## config.mk

```make
export PLATFORM = sky130hd
export DESIGN_NAME = serial_paralelo_sync
export DESIGN_NICKNAME = d
export VERILOG_FILES = /design/src/rtl/serial_paralelo_sync.sv
export SDC_FILE = /design/constraint.sdc
export NUM_CORES = 1
export LEC_CHECK = 0
export CORE_UTILIZATION = 40
export CTS_CLUSTER_DIAMETER = 120
export DETAILED_ROUTE_END_ITERATION = 10
export MAX_ROUTING_LAYER = met4
export PLACE_DENSITY = 0.63
export REMOVE_ABC_BUFFERS = 1
export SETUP_SLACK_MARGIN = 0.3
export SLEW_MARGIN = 5
export SYNTH_ARGS = -nofsm -noshare
export SYNTH_HDL_FRONTEND = slang
export SYNTH_SLANG_ARGS = --single-unit
```

## constraint.sdc

```tcl
create_clock -name clk_32f -period 5.2 [get_ports clk_32f]
set_clock_uncertainty 0.2 [all_clocks]
set_input_delay 1.04 -clock clk_32f [delete_from_list [all_inputs] [get_ports clk_32f]]
set_output_delay 1.04 -clock clk_32f [all_outputs]
set_load 0.03 [all_outputs]
```

## src/rtl/serial_paralelo_sync.sv

```systemverilog
// Serial-to-parallel receiver with comma alignment. It hunts for COMMA on any bit
// phase, locks to that byte boundary, and after BC_COUNT aligned commas it delivers data bytes.
module serial_paralelo_sync #(
  parameter logic [7:0]  COMMA    = 8'hBC,
  parameter int unsigned BC_COUNT = 4
) (
  input  logic       clk_32f,
  input  logic       reset,
  input  logic       data_in,
  output logic [7:0] data_out,
  output logic       valid_out,
  output logic       active
);

  localparam int unsigned BCW = (BC_COUNT < 2) ? 1 : $clog2(BC_COUNT + 1);
  localparam logic [BCW-1:0] BC_LAST = BCW'(BC_COUNT);

  typedef enum logic [1:0] {
    SEARCH  = 2'd0,
    ALIGNED = 2'd1,
    ACTIVE  = 2'd2
  } state_t;

  state_t         state;
  logic [6:0]     sr;
  logic [2:0]     cnt;
  logic [BCW-1:0] bc_cnt;
  logic [7:0]     word;
  logic [BCW-1:0] bc_next;
  logic           boundary;
  logic           is_comma;

  // Candidate byte: the seven previous bits plus the bit arriving on this edge
  assign word     = {sr, data_in};
  assign is_comma = (word == COMMA);
  assign boundary = (cnt == 3'd7);
  assign bc_next  = bc_cnt + BCW'(1);

  always_ff @(posedge clk_32f or posedge reset) begin
    if (reset) begin
      state     <= SEARCH;
      sr        <= 7'd0;
      cnt       <= 3'd0;
      bc_cnt    <= '0;
      data_out  <= 8'h00;
      valid_out <= 1'b0;
      active    <= 1'b0;
    end else begin
      sr        <= word[6:0];
      valid_out <= 1'b0;
      case (state)
        SEARCH: begin
          cnt    <= 3'd0;
          bc_cnt <= '0;
          if (is_comma) begin
            bc_cnt <= BCW'(1);
            if (BC_LAST <= BCW'(1)) begin
              state  <= ACTIVE;
              active <= 1'b1;
            end else begin
              state <= ALIGNED;
            end
          end
        end

        ALIGNED: begin
          cnt <= cnt + 3'd1;
          if (boundary) begin
            if (is_comma) begin
              bc_cnt <= bc_next;
              if (bc_next == BC_LAST) begin
                state  <= ACTIVE;
                active <= 1'b1;
              end
            end else begin
              // Lost alignment: hunt again on every bit phase from the next edge
              bc_cnt <= '0;
              cnt    <= 3'd0;
              state  <= SEARCH;
            end
          end
        end

        ACTIVE: begin
          cnt <= cnt + 3'd1;
          if (boundary && !is_comma) begin
            data_out  <= word;
            valid_out <= 1'b1;
          end
        end

        default: begin
          state  <= SEARCH;
          cnt    <= 3'd0;
          bc_cnt <= '0;
          active <= 1'b0;
        end
      endcase
    end
  end

endmodule
```

# Yosys cells after proc, flatten, opt, wreduce, memory -nomap -nowiden

Cells that the tools add are included.

Register bits after elaboration: 25
Output and inout bits: 10
Logic and storage cells: 47
Input bits: 3

Reduce and logical (&&, ||, !) cells: 8
Muxes and demuxes: 18
Equality and inequality tests: 10
Bitwise operators: 2
Add/sub/neg operators: 2

Operators by type and width:

| kind                | number |
|---|---|
| $mux 3              | 4 |
| $pmux 3 s3          | 1 |
| $eq 8x8->1 const B  | 1 |
| $mux 2              | 4 |
| $ne 2x2->1 const B  | 4 |
| $reduce_and 4->1    | 2 |
| $add 3x1->3 const B | 2 |
| $eq 3x3->1 const B  | 2 |
| $mux 1              | 6 |
| $pmux 2 s3          | 1 |
| $pmux 3 s2          | 1 |
| $reduce_and 2->1    | 2 |
| $ne 3x3->1 const B  | 1 |
| $eq 2x1->1 const B  | 1 |
| $eq 2x2->1 const B  | 1 |
| $logic_not 2->1     | 1 |
| $not 1->1           | 2 |
| $pmux 1 s2          | 1 |
| $reduce_or 2->1     | 1 |
| $logic_and 1x1->1   | 1 |
| $logic_not 1->1     | 1 |

# Longest topological paths before layout

Depth in word-level cells: 6
Depth in mapped cells: 7
Gate-level depth less buffers: 6

# Worst setup path after synthesis

OpenSTA, ideal clock, no wires.

Path kind: input port to flip-flop
Start: input port data_in
End: register data_out[0]
Required time: 4.875 ns
Cell stages on the path: 5
Arrival time: 2.043 ns
Buffers on the path: 1
Setup slack: 2.832 ns
Setup time: 0.125 ns
Cells stage by stage: nand4b_4 -> or2_0 -> buf_2 -> nand3_2 -> mux2_2

Cells in the longest elaborated chain, start to end: 4

Ends and longest elaborated chain:

| element                           | line | text |
|---|---|---|
| start, declared                   | 9    | `input logic data_in,` |
| $eq 8x8->1                        | 35   | `assign is_comma = (word == COMMA);` |
| $logic_not 1->1                   | 86   | `if (boundary && !is_comma) begin` |
| $logic_and 1x1->1                 | 86   |  |
| $reduce_and 2->1 (no source line) | n/a  |  |
| end signal, assigned              | 87   | `data_out <= word;` |
| end, declared                     | 10   | `output logic [7:0] data_out,` |

Parallel ways exist; a longest one is shown, timed or not.
A chain may end at the register's enable or synchronous reset.

# Worst setup path after layout

Start: register data_out[5]
End: output port data_out[5]

No word-level cell between the ends.

==> flow_summary.ini <==
[logic_synthesis]
synthArstFlopShare_pct = 100.0
synth_seq_cells = 25
synth_flop_cell = dfrtp_1
syn_area_per_cell_um2 = 13.36
yosysSeqAreaShare_pct = 57.80
yosysWarnings = 0
synth_edf_count = 0
synth_cell_types = 28
synth.top_cell.area_share_pct = 57.80
synth_top_area_cell = dfrtp_1
synthCells = 81
ys_top_cells_by_area = dfrtp_1 (58%), mux2_2 (8.3%), ha_1 (8.1%)
synth_area_mm2 = 0.001082

[sta]
period_minus_slack_ps = 2604
setup_viol = 0
rsz0062_at_grt = false
final-max-slew-violation-count = 0
timing.hold.ws_ps = 209.5
min_period_over_period_pct = 50.07
hold_violations = 0
setup_tns_ps = 0
maxSlewHeadroom_pct = 39.32
worstMarginPinSlew_ps = 909.2
max_freq_mhz = 384.1

[cts]
post_cts_resized = 0
root_buffer = clkbuf_4
clock-sinks = 25
clock_path_buffers = 2
cts_tree = built
post_cts_buffers = 0
cts_hold_buf = 0
worstSkewPairLatency_ps = 320
clkTransAtPathRegs_ps = 130
htreeDepth = 1
cts-buffers-inserted = 3

[critical_path]
cp_num_cells = 1
critPathTopFamily = buffers and inverters
cp_max_fo = 2
worstSetupPathType = flop to output pin
path_cells = clkdlybuf4s50_1
cp-start-kind = flop
r2r_slack_ps = 3080
end_kind = output pin
required_ps = 3960
worstPathArrival_ps = 1360
cp.buffers_inverters = 1
crit_slowest_cell = clkdlybuf4s50_1
cpPeakStageDelay_ps = 670
rr_worst_depth = 6

[finish]
finalInstanceArea_mm2 = 0.001259
num_antenna_cells = 0
final_nets = 106
area_growth_pct = 16.30
stdcell_count = 125
layout_common_cells = dfrtp_1 (25), clkdlybuf4s50_1 (12), mux2_2 (8), ha_1 (7), inv_1 (6)
drive_above_1_share_pct = 16.84
final_common_cell = dfrtp_1

[power_and_ir_drop]
ir_worst_vdd_mv = 0.2037
power.density_mw_per_mm2 = 246.5
power_leakage_nw = 0.6229

[placed_design]
hpwlAfterDp_um = 1330
gp_congestion = 0.7902
placed_cell_area_mm2 = 0.001231
place_inst = 121
io_buffers = 12

[route]
drc = 0
routed_wl_um = 1749
viasPerCell = 5.192
vias = 649
first_pass_iters = 4
post_drt_wl_per_cell_um = 13.99
antenna_left = 0
first_iter_violations = 7

[min_path]
hold_depth = 0
hold_path_class = flop to flop

[floorplan]
placementRows = 18
die_y_um = 54.02
die_w_um = 54.02
die_area_mm2 = 0.002918
start_util_pct = 42.91
io_pins = 13
core_area_mm2 = 0.002522

[global_route]
grt_max_degree = 26
antenna_found_initial = 0
grt_pass1_vias = 690
grt-ovfl-total = 0
grt_pass1_wl_um = 3167
grt_usage_pct = 16.13

[outcome]
status = complete, no violations

[run]
cap_viol_max_count = 0
==> layout make-up <==
| cell class | count | area (µm²) |
|---|---|---|
| clock buffers | 3 | 22.52 |
| clock inverters | 1 | 5.005 |
| repair buffers | 12 | 120.1 |
| flip-flops and latches | 25 | 625.6 |
| fillers | 244 | 1264 |
| multi-input cells | 48 | 425.4 |
| inverters | 6 | 22.52 |
| well taps | 30 | 37.54 |
==> metrics by stage <==
step	worst slack [ps]	utilization, %	total power [mW]
after floorplan	2852	-	0.2216
after global placement	2291	48.81	0.2282
after detailed placement	2245	48.81	0.2293
after CTS	2585	49.90	0.3147
after global routing	2511	49.90	0.3253
final	2596	49.90	0.3102
==> synthesized netlist by cell type (2+ instances only) <==
library cell / n
nand3_1: 2
o21ai_0: 5
nand2_1: 4
nor4_1: 2
and3_1: 2
dfrtp_1: 25
mux2_2: 8
a21oi_1: 2
inv_1: 6
ha_1: 7
==> metal layers <==
metal,vias to the layer above,share of wire (%),GRT usage [%]
met5,-,0,-
met4,0,2.2,7.692
met3,4,1.6,1.695
met2,8,52,26.34
met1,324,44,19.93
li1,313,-,-
==> where the power goes <==
part           total, mW  leakage, nW  internal [mW]  switching (mW)
logic             0.0224        0.272        0.00815          0.0143
clock network     0.0852       0.0177         0.0288          0.0564
registers          0.203        0.333          0.198         0.00432
==> cell families (layout without fill, tap and decap cells) <==
group	after synthesis	after routing	synth area share [%]
buffers and inverters	8	22	2.889
AND/OR/NAND/NOR	19	19	14.10
multiplexers	8	8	8.324
AO/OA/AOI/OAI	13	13	7.978
flip-flops	25	25	57.80
XOR/XNOR	1	1	0.8094
adder cells (fa/ha/maj)	7	7	8.092
==> path summary, 6_finish.rpt <==
path,startpoint,end
min reg2reg,sr[5],sr[6]
min in group asynchronous,reset,bc_cnt[1]
min,sr[5],sr[6]
max in group asynchronous,reset,active
max,data_out[5],data_out[5]
max reg2reg,state[1],state[1]
==> registers in the layout, indices dropped and copies added (netlist names) <==
name,count
active,1
bc_cnt,3
cnt,3
data_out,8
sr,7
state,2
valid_out,1
Power figures use the tool's default switching activity.
